**config.mk**
```make
export PLATFORM = sky130hd
export DESIGN_NAME = vout_timing
export DESIGN_NICKNAME = d
export VERILOG_FILES = /design/src/rtl/vout_timing.sv
export SDC_FILE = /design/constraint.sdc
export NUM_CORES = 1
export LEC_CHECK = 0
export CAP_MARGIN = 30
export CORE_ASPECT_RATIO = 0.8
export CORE_MARGIN = 5
export CORE_UTILIZATION = 55
export DETAILED_ROUTE_END_ITERATION = 8
export GPL_TIMING_DRIVEN = 0
export PLACE_DENSITY_LB_ADDON = 0.3
export SLEW_MARGIN = 10
export SYNTH_ARGS = -nofsm -noshare
export SYNTH_HDL_FRONTEND = slang
export SYNTH_SLANG_ARGS = --single-unit
```
**constraint.sdc**
```tcl
create_clock -name vin_clk_i -period 3.4 [get_ports vin_clk_i]
set_input_delay 0.34 -clock vin_clk_i [delete_from_list [all_inputs] [get_ports vin_clk_i]]
set_output_delay 0.34 -clock vin_clk_i [all_outputs]
set_load 0.05 [all_outputs]
```
**src/rtl/vout_timing.sv**
```systemverilog
// Output video timing generator, phase-locked to input vsync with a DELAY_LINES line lag.
// Optional macro VOUT_TIMING_FREERUN_EN keeps timing running (unlocked) after an input timeout.
module vout_timing #(
  parameter int unsigned H_WIDTH     = 1920,
  parameter int unsigned H_START     = 2008,
  parameter int unsigned H_SYNC      = 44,
  parameter int unsigned H_TOTAL     = 2200,
  parameter int unsigned V_HEIGHT    = 1080,
  parameter int unsigned V_START     = 1084,
  parameter int unsigned V_SYNC      = 5,
  parameter int unsigned V_TOTAL     = 1125,
  parameter int unsigned DELAY_LINES = 2
) (
  input  logic                       vin_clk_i,
  input  logic                       rst_ni,
  input  logic                       vin_vs_i,
  output logic                       vout_hs_o,
  output logic                       vout_vs_o,
  output logic                       vout_de_o,
  output logic [$clog2(H_TOTAL)-1:0] h_cnt_o,
  output logic [$clog2(V_TOTAL)-1:0] v_cnt_o,
  output logic                       locked_o,
  output logic                       resync_o
);

  localparam int unsigned HW       = $clog2(H_TOTAL);
  localparam int unsigned VW       = $clog2(V_TOTAL);
  localparam int unsigned DLY_LOAD = DELAY_LINES * H_TOTAL - 1;
  localparam int unsigned DW       = $clog2(DELAY_LINES * H_TOTAL + 1);
  localparam int unsigned TO_LIMIT = 2 * V_TOTAL * H_TOTAL;
  localparam int unsigned TW       = $clog2(TO_LIMIT + 1);

  typedef enum logic [1:0] {StWaitVs, StDelay, StRun} state_e;

  state_e        r_state, w_state_d;
  logic          r_vs_prev;
  logic [DW-1:0] r_dly_cnt, w_dly_cnt_d;
  logic [TW-1:0] r_to_cnt, w_to_cnt_d;
  logic [HW-1:0] r_h, w_h_d, w_h_nat;
  logic [VW-1:0] r_v, w_v_d, w_v_nat;
  logic          r_hs, w_hs_d;
  logic          r_vs, w_vs_d;
  logic          r_de, w_de_d;
  logic          r_locked, w_locked_d;
  logic          r_resync, w_resync_d;

  logic          w_vs_rise;
  logic          w_expire;
  logic          w_timeout;
  logic          w_run_d;
  logic [31:0]   w_h_ext;
  logic [31:0]   w_v_ext;

  assign w_vs_rise = vin_vs_i & ~r_vs_prev;
  // A reload on the same edge as the 1->0 step wins, so expire is masked by vs_rise.
  assign w_expire  = (r_dly_cnt == DW'(1)) & ~w_vs_rise;
  assign w_timeout = (r_to_cnt == TW'(TO_LIMIT - 1)) & ~w_vs_rise;

  always_comb begin
    w_dly_cnt_d = r_dly_cnt;
    if (w_vs_rise) begin
      w_dly_cnt_d = DW'(DLY_LOAD);
    end else if (r_dly_cnt != '0) begin
      w_dly_cnt_d = r_dly_cnt - DW'(1);
    end
  end

  // Saturates at the limit so the timeout event fires once per input loss.
  always_comb begin
    w_to_cnt_d = r_to_cnt;
    if (w_vs_rise) begin
      w_to_cnt_d = '0;
    end else if (r_to_cnt != TW'(TO_LIMIT)) begin
      w_to_cnt_d = r_to_cnt + TW'(1);
    end
  end

  always_comb begin
    w_h_nat = r_h + HW'(1);
    w_v_nat = r_v;
    if (r_h == HW'(H_TOTAL - 1)) begin
      w_h_nat = '0;
      w_v_nat = (r_v == VW'(V_TOTAL - 1)) ? '0 : r_v + VW'(1);
    end
  end

  always_comb begin
    w_state_d  = r_state;
    w_h_d      = '0;
    w_v_d      = '0;
    w_locked_d = r_locked;
    w_resync_d = 1'b0;
    unique case (r_state)
      StWaitVs: begin
        w_locked_d = 1'b0;
        if (w_vs_rise) w_state_d = StDelay;
      end
      StDelay: begin
        w_locked_d = 1'b0;
        if (w_expire) begin
          w_state_d  = StRun;
          w_h_d      = HW'(H_START);
          w_v_d      = VW'(V_START);
          w_locked_d = 1'b1;
        end
      end
      StRun: begin
        w_h_d = w_h_nat;
        w_v_d = w_v_nat;
        if (w_expire) begin
          w_locked_d = 1'b1;
          if ((w_h_nat != HW'(H_START)) || (w_v_nat != VW'(V_START))) begin
            w_h_d      = HW'(H_START);
            w_v_d      = VW'(V_START);
            w_resync_d = 1'b1;
          end
        end else if (w_timeout) begin
          w_locked_d = 1'b0;
`ifdef VOUT_TIMING_FREERUN_EN
          w_state_d  = StRun;
`else
          w_state_d  = StWaitVs;
          w_h_d      = '0;
          w_v_d      = '0;
`endif
        end
      end
      default: begin
        w_state_d  = StWaitVs;
        w_locked_d = 1'b0;
      end
    endcase
  end

  // Sync/DE decode from next-state counters so registered outputs match h/v in the same cycle.
  assign w_run_d = (w_state_d == StRun);
  assign w_h_ext = 32'(w_h_d);
  assign w_v_ext = 32'(w_v_d);

  always_comb begin
    w_hs_d = w_run_d && (w_h_ext >= H_START) && (w_h_ext < H_START + H_SYNC);
    w_vs_d = w_run_d && (w_v_ext >= V_START) && (w_v_ext < V_START + V_SYNC);
    w_de_d = w_run_d && (w_h_ext < H_WIDTH) && (w_v_ext < V_HEIGHT);
  end

  always_ff @(posedge vin_clk_i) begin
    if (!rst_ni) begin
      r_state   <= StWaitVs;
      r_vs_prev <= 1'b1;
      r_dly_cnt <= '0;
      r_to_cnt  <= '0;
      r_h       <= '0;
      r_v       <= '0;
      r_hs      <= 1'b0;
      r_vs      <= 1'b0;
      r_de      <= 1'b0;
      r_locked  <= 1'b0;
      r_resync  <= 1'b0;
    end else begin
      r_state   <= w_state_d;
      r_vs_prev <= vin_vs_i;
      r_dly_cnt <= w_dly_cnt_d;
      r_to_cnt  <= w_to_cnt_d;
      r_h       <= w_h_d;
      r_v       <= w_v_d;
      r_hs      <= w_hs_d;
      r_vs      <= w_vs_d;
      r_de      <= w_de_d;
      r_locked  <= w_locked_d;
      r_resync  <= w_resync_d;
    end
  end

  assign vout_hs_o = r_hs;
  assign vout_vs_o = r_vs;
  assign vout_de_o = r_de;
  assign h_cnt_o   = r_h;
  assign v_cnt_o   = r_v;
  assign locked_o  = r_locked;
  assign resync_o  = r_resync;

endmodule
```
==> summary.md <==
| Metric | Value |
|---|---|
| Status | finished, final reports clean |
| Buffers on Ports | 30 |
| HP Start | locked_o |
| Final setup fails | 0 |
| Ports | 31 |
| Final Max Tran Viols | 0 |
| DRC violations left | 0 |
| Crit. path cell count | 9 |
| Crit path cell chain | ha_1 > and4b_1 > nand3_1 > nor3_1 > o2bb2ai_1 > a41oi_1 > nor2_1 > nor2_1 > nor3_1 |
| Vias in the first global route | 3125 |
| R2R Setup Slk | 0.19 ns |
| Maximum vdd drop | 0.271 mV |
| HPWL Detailed | 6.51 mm |
| HP Class | reg2reg |
| Syn Nets | 469 |
| DRT Wirelength | 8.84 mm |
| # hold bufs at CTS | 0 |
| Crit Path Max Fanout | 8 |
| Final Util | 0.663 |
| F_max | 0.311 GHz |
| Number of flops mapped to enable cells by yosys | 0 |
| Area Overhead vs Synth | 16.3% |
| #FFs+latches synth | 67 |
| CTS buffer count | 9 |
| GPL Wtd Cong | 0.929 |
| CP endpoint kind | flop |
| Slew @ Worst Pin | 0.703 ns |
| Clock Latency Late Sink | 0.34 ns |
| Core box area | 6440 um2 |
| Final worst-path cycle share | 0.945 |
| Worst setup SP type | flop |
| Worst path buffer plus inverter count | 0 |
| Critical path arrival | 3.40 ns |
| Reg-to-Reg Start | h_cnt_o[0] |
| P_leak | 1.45 nW |
| Fin crit period | 3.21 ns |
| Initial antenna violation count | 0 |
| Vias | 3400 |
| Post-cts sizing count | 0 |
| First-pass DRT Iterations | 5 |
| Library cells used by synthesis | 57 |
| Layout cells sized above 1 | 0.0699 |
| Initial core utilization | 0.570 |
| Worst R2R End | vout_de_o |
| Worst-path clk slew | 0.07 ns |
| CTS root buf | clkbuf_8 |
| Synthesized area per cell | 8.07 um2 |
| Clock skew | 0.00782 ns |
| Clock buffer depth | 2 |
| H-tree level count | 3 |
| Reg2reg path depth | 9 |
| Syn Inst Count | 455 |
| Chip Width | 101 um |
| First-pass GRT wire length | 14.8 mm |
| ANT cells | 0 |
| Synthesized area | 3670 um2 |
| Routed len/inst | 15.1 um |
| Post-CTS setup repair buffer count | 0 |
| Largest net degree at the start of global routing | 12 |
| Largest stage delay on the critical path | 0.55 ns |
| Die Area | 8420 um2 |
| PD cells | 472 nW/um2 |
| Slowest CP cell | nor2_1 |
| GR Overflow Total | 0 |
| Final setup TNS | 0 ns |
| Sequential-to-total area share from yosys stat | 0.365 |
| WS Path Type | reg2reg |
| Rel. slew slack | 0.530 |
| Max-cap violations | 0 |
| Number of nets in the layout | 510 |
| CP top delay family | simple AND/OR/NAND/NOR gates |
| CP Capture Point | vout_de_o |
| RSZ-0062 raised after global routing | false |
| Standard-cell rows | 26 |
| Reg area | 1340 um2 |
| Ys Warns | 0 |
| Gr usage total | 0.216 |
| Setup crit start | h_cnt_o[0] |
| CTS tree | yes |
| Final hold vios | 0 |
| Multi-input gate area | 2210 um2 |
| Avg Vias per Cell | 5.81 |
| Asr flop ratio synth | 0 |
| Critical Path RT | 3.59 ns |
| Clk sinks | 67 |
| DRT iter0 DRCs | 181 |
| Synth Flop Type | dfxtp_1 |
| Routed Antenna Nets | 0 |
| Filler cells | 549 |
| Die height | 83.1 um |
==> report_power, final <==
part	total (W)	switching (W)	internal, W
logic	0.000453	0.000264	0.000189
clock network	0.000649	0.000294	0.000355
registers	0.000915	0.0000662	0.000849
==> layout make-up <==
type | count | area share
multi-input combinational | 356 | 0.517
timing repair buffer | 30 | 0.0703
sequential | 67 | 0.314
buffer | 15 | 0.0141
inverter | 17 | 0.0149
clock buffer | 11 | 0.0331
tap | 84 | 0.0246
clock inverter | 5 | 0.0123
==> worst min-delay path, delay by kind of cell, from the launching register on <==
family	cells	cell delay, ns
AO/OA/AOI/OAI	1	0.06
flip-flops	1	0.31
AND/OR/NAND/NOR	1	0.06
==> synthesized netlist by cell type (2+ instances only) <==
cell | n | area share
a31oi_1 | 6 | 0.010
dfxtp_1 | 67 | 0.37
buf_2 | 2 | 0.0027
clkbuf_1 | 11 | 0.011
or3_1 | 9 | 0.015
nand2_1 | 39 | 0.040
nand4_1 | 13 | 0.022
nor4_1 | 8 | 0.014
nor2b_1 | 4 | 0.0068
o21ai_0 | 10 | 0.014
or4b_1 | 2 | 0.0055
o211ai_1 | 2 | 0.0041
nand2b_1 | 7 | 0.012
nor2_1 | 69 | 0.071
o21a_1 | 8 | 0.016
o2bb2ai_1 | 2 | 0.0048
ha_1 | 11 | 0.037
xnor2_1 | 18 | 0.043
nor4bb_1 | 2 | 0.0055
nor3b_2 | 2 | 0.0068
and4_1 | 3 | 0.0072
nor3b_1 | 2 | 0.0041
nand3_1 | 20 | 0.027
and2_1 | 6 | 0.010
nor4b_1 | 2 | 0.0048
nor3_1 | 19 | 0.026
mux2i_1 | 3 | 0.0082
a41oi_1 | 2 | 0.0048
xor2_1 | 26 | 0.062
a21oi_1 | 26 | 0.035
or2_2 | 4 | 0.0068
inv_1 | 17 | 0.017
and3_1 | 9 | 0.015
==> cell usage in the layout (no fill, tap or decap), drive strengths merged, types with 3 or more instances in the layout <==
cell type	n
ha	11
a31oi	6
nor2	69
inv	17
nor3	19
xor2	26
nand3	22
nor3b	4
mux2i	3
clkbuf	23
nand2b	7
nor4	8
and4	3
xnor2	18
o21ai	11
o21a	8
clkinv	3
or3	11
nor4b	3
nand2	39
and2	6
dfxtp	67
clkdlybuf4s50	30
buf	3
and3	10
nor2b	4
or2	4
nand4	13
a21oi	26
==> sequential cells by signal, indices dropped and copies added (netlist names) <==
signal,flops
h_cnt_o,12
locked_o,1
r_dly_cnt,13
r_state,2
r_to_cnt,23
r_vs_prev,1
resync_o,1
v_cnt_o,11
vout_de_o,1
vout_hs_o,1
vout_vs_o,1
==> kinds of logic (layout without fill, tap and decap cells) <==
logic type	Yosys count	count (layout)	synth area share
AND/OR/NAND/NOR	231	231	0.332
multiplexers	3	3	0.00818
buffers and inverters	32	78	0.0337
flip-flops	67	67	0.365
XOR/XNOR	44	44	0.105
AO/OA/AOI/OAI	67	67	0.118
adder cells (fa/ha/maj)	11	11	0.0375
==> routing by layer <==
metal,vias to the layer above,track usage,routed length (um)
met5,-,0,0
met4,0,0.0882,110
met3,12,0.0477,631
met2,124,0.314,3850
met1,1589,0.307,4250
li1,1675,-,-
==> worst min-delay path by stage <==
stage           endpoint  depth (start not counted)
5_1_grt         locked_o                          2
6_report        locked_o                          2
3_3_place_gp    locked_o                          2
3_5_place_dp    locked_o                          2
2_1_floorplan  r_vs_prev                          1
4_1_cts         locked_o                          2
==> per-stage QoR <==
stage	area (um2)	instances	hold slack, ns	power (W)	setup slack (ns)
4_1_cts	4270	585	0.494	0.00202	0.316
3_3_place_gp	4080	569	0.465	0.00135	0.326
2_1_floorplan	3670	455	0.413	0.00128	0.532
6_report	4270	585	0.489	0.00202	0.187
3_5_place_dp	4080	569	0.477	0.00137	0.328
5_1_grt	4270	585	0.513	0.00214	0.00268
(Power assumes the default switching activity.)
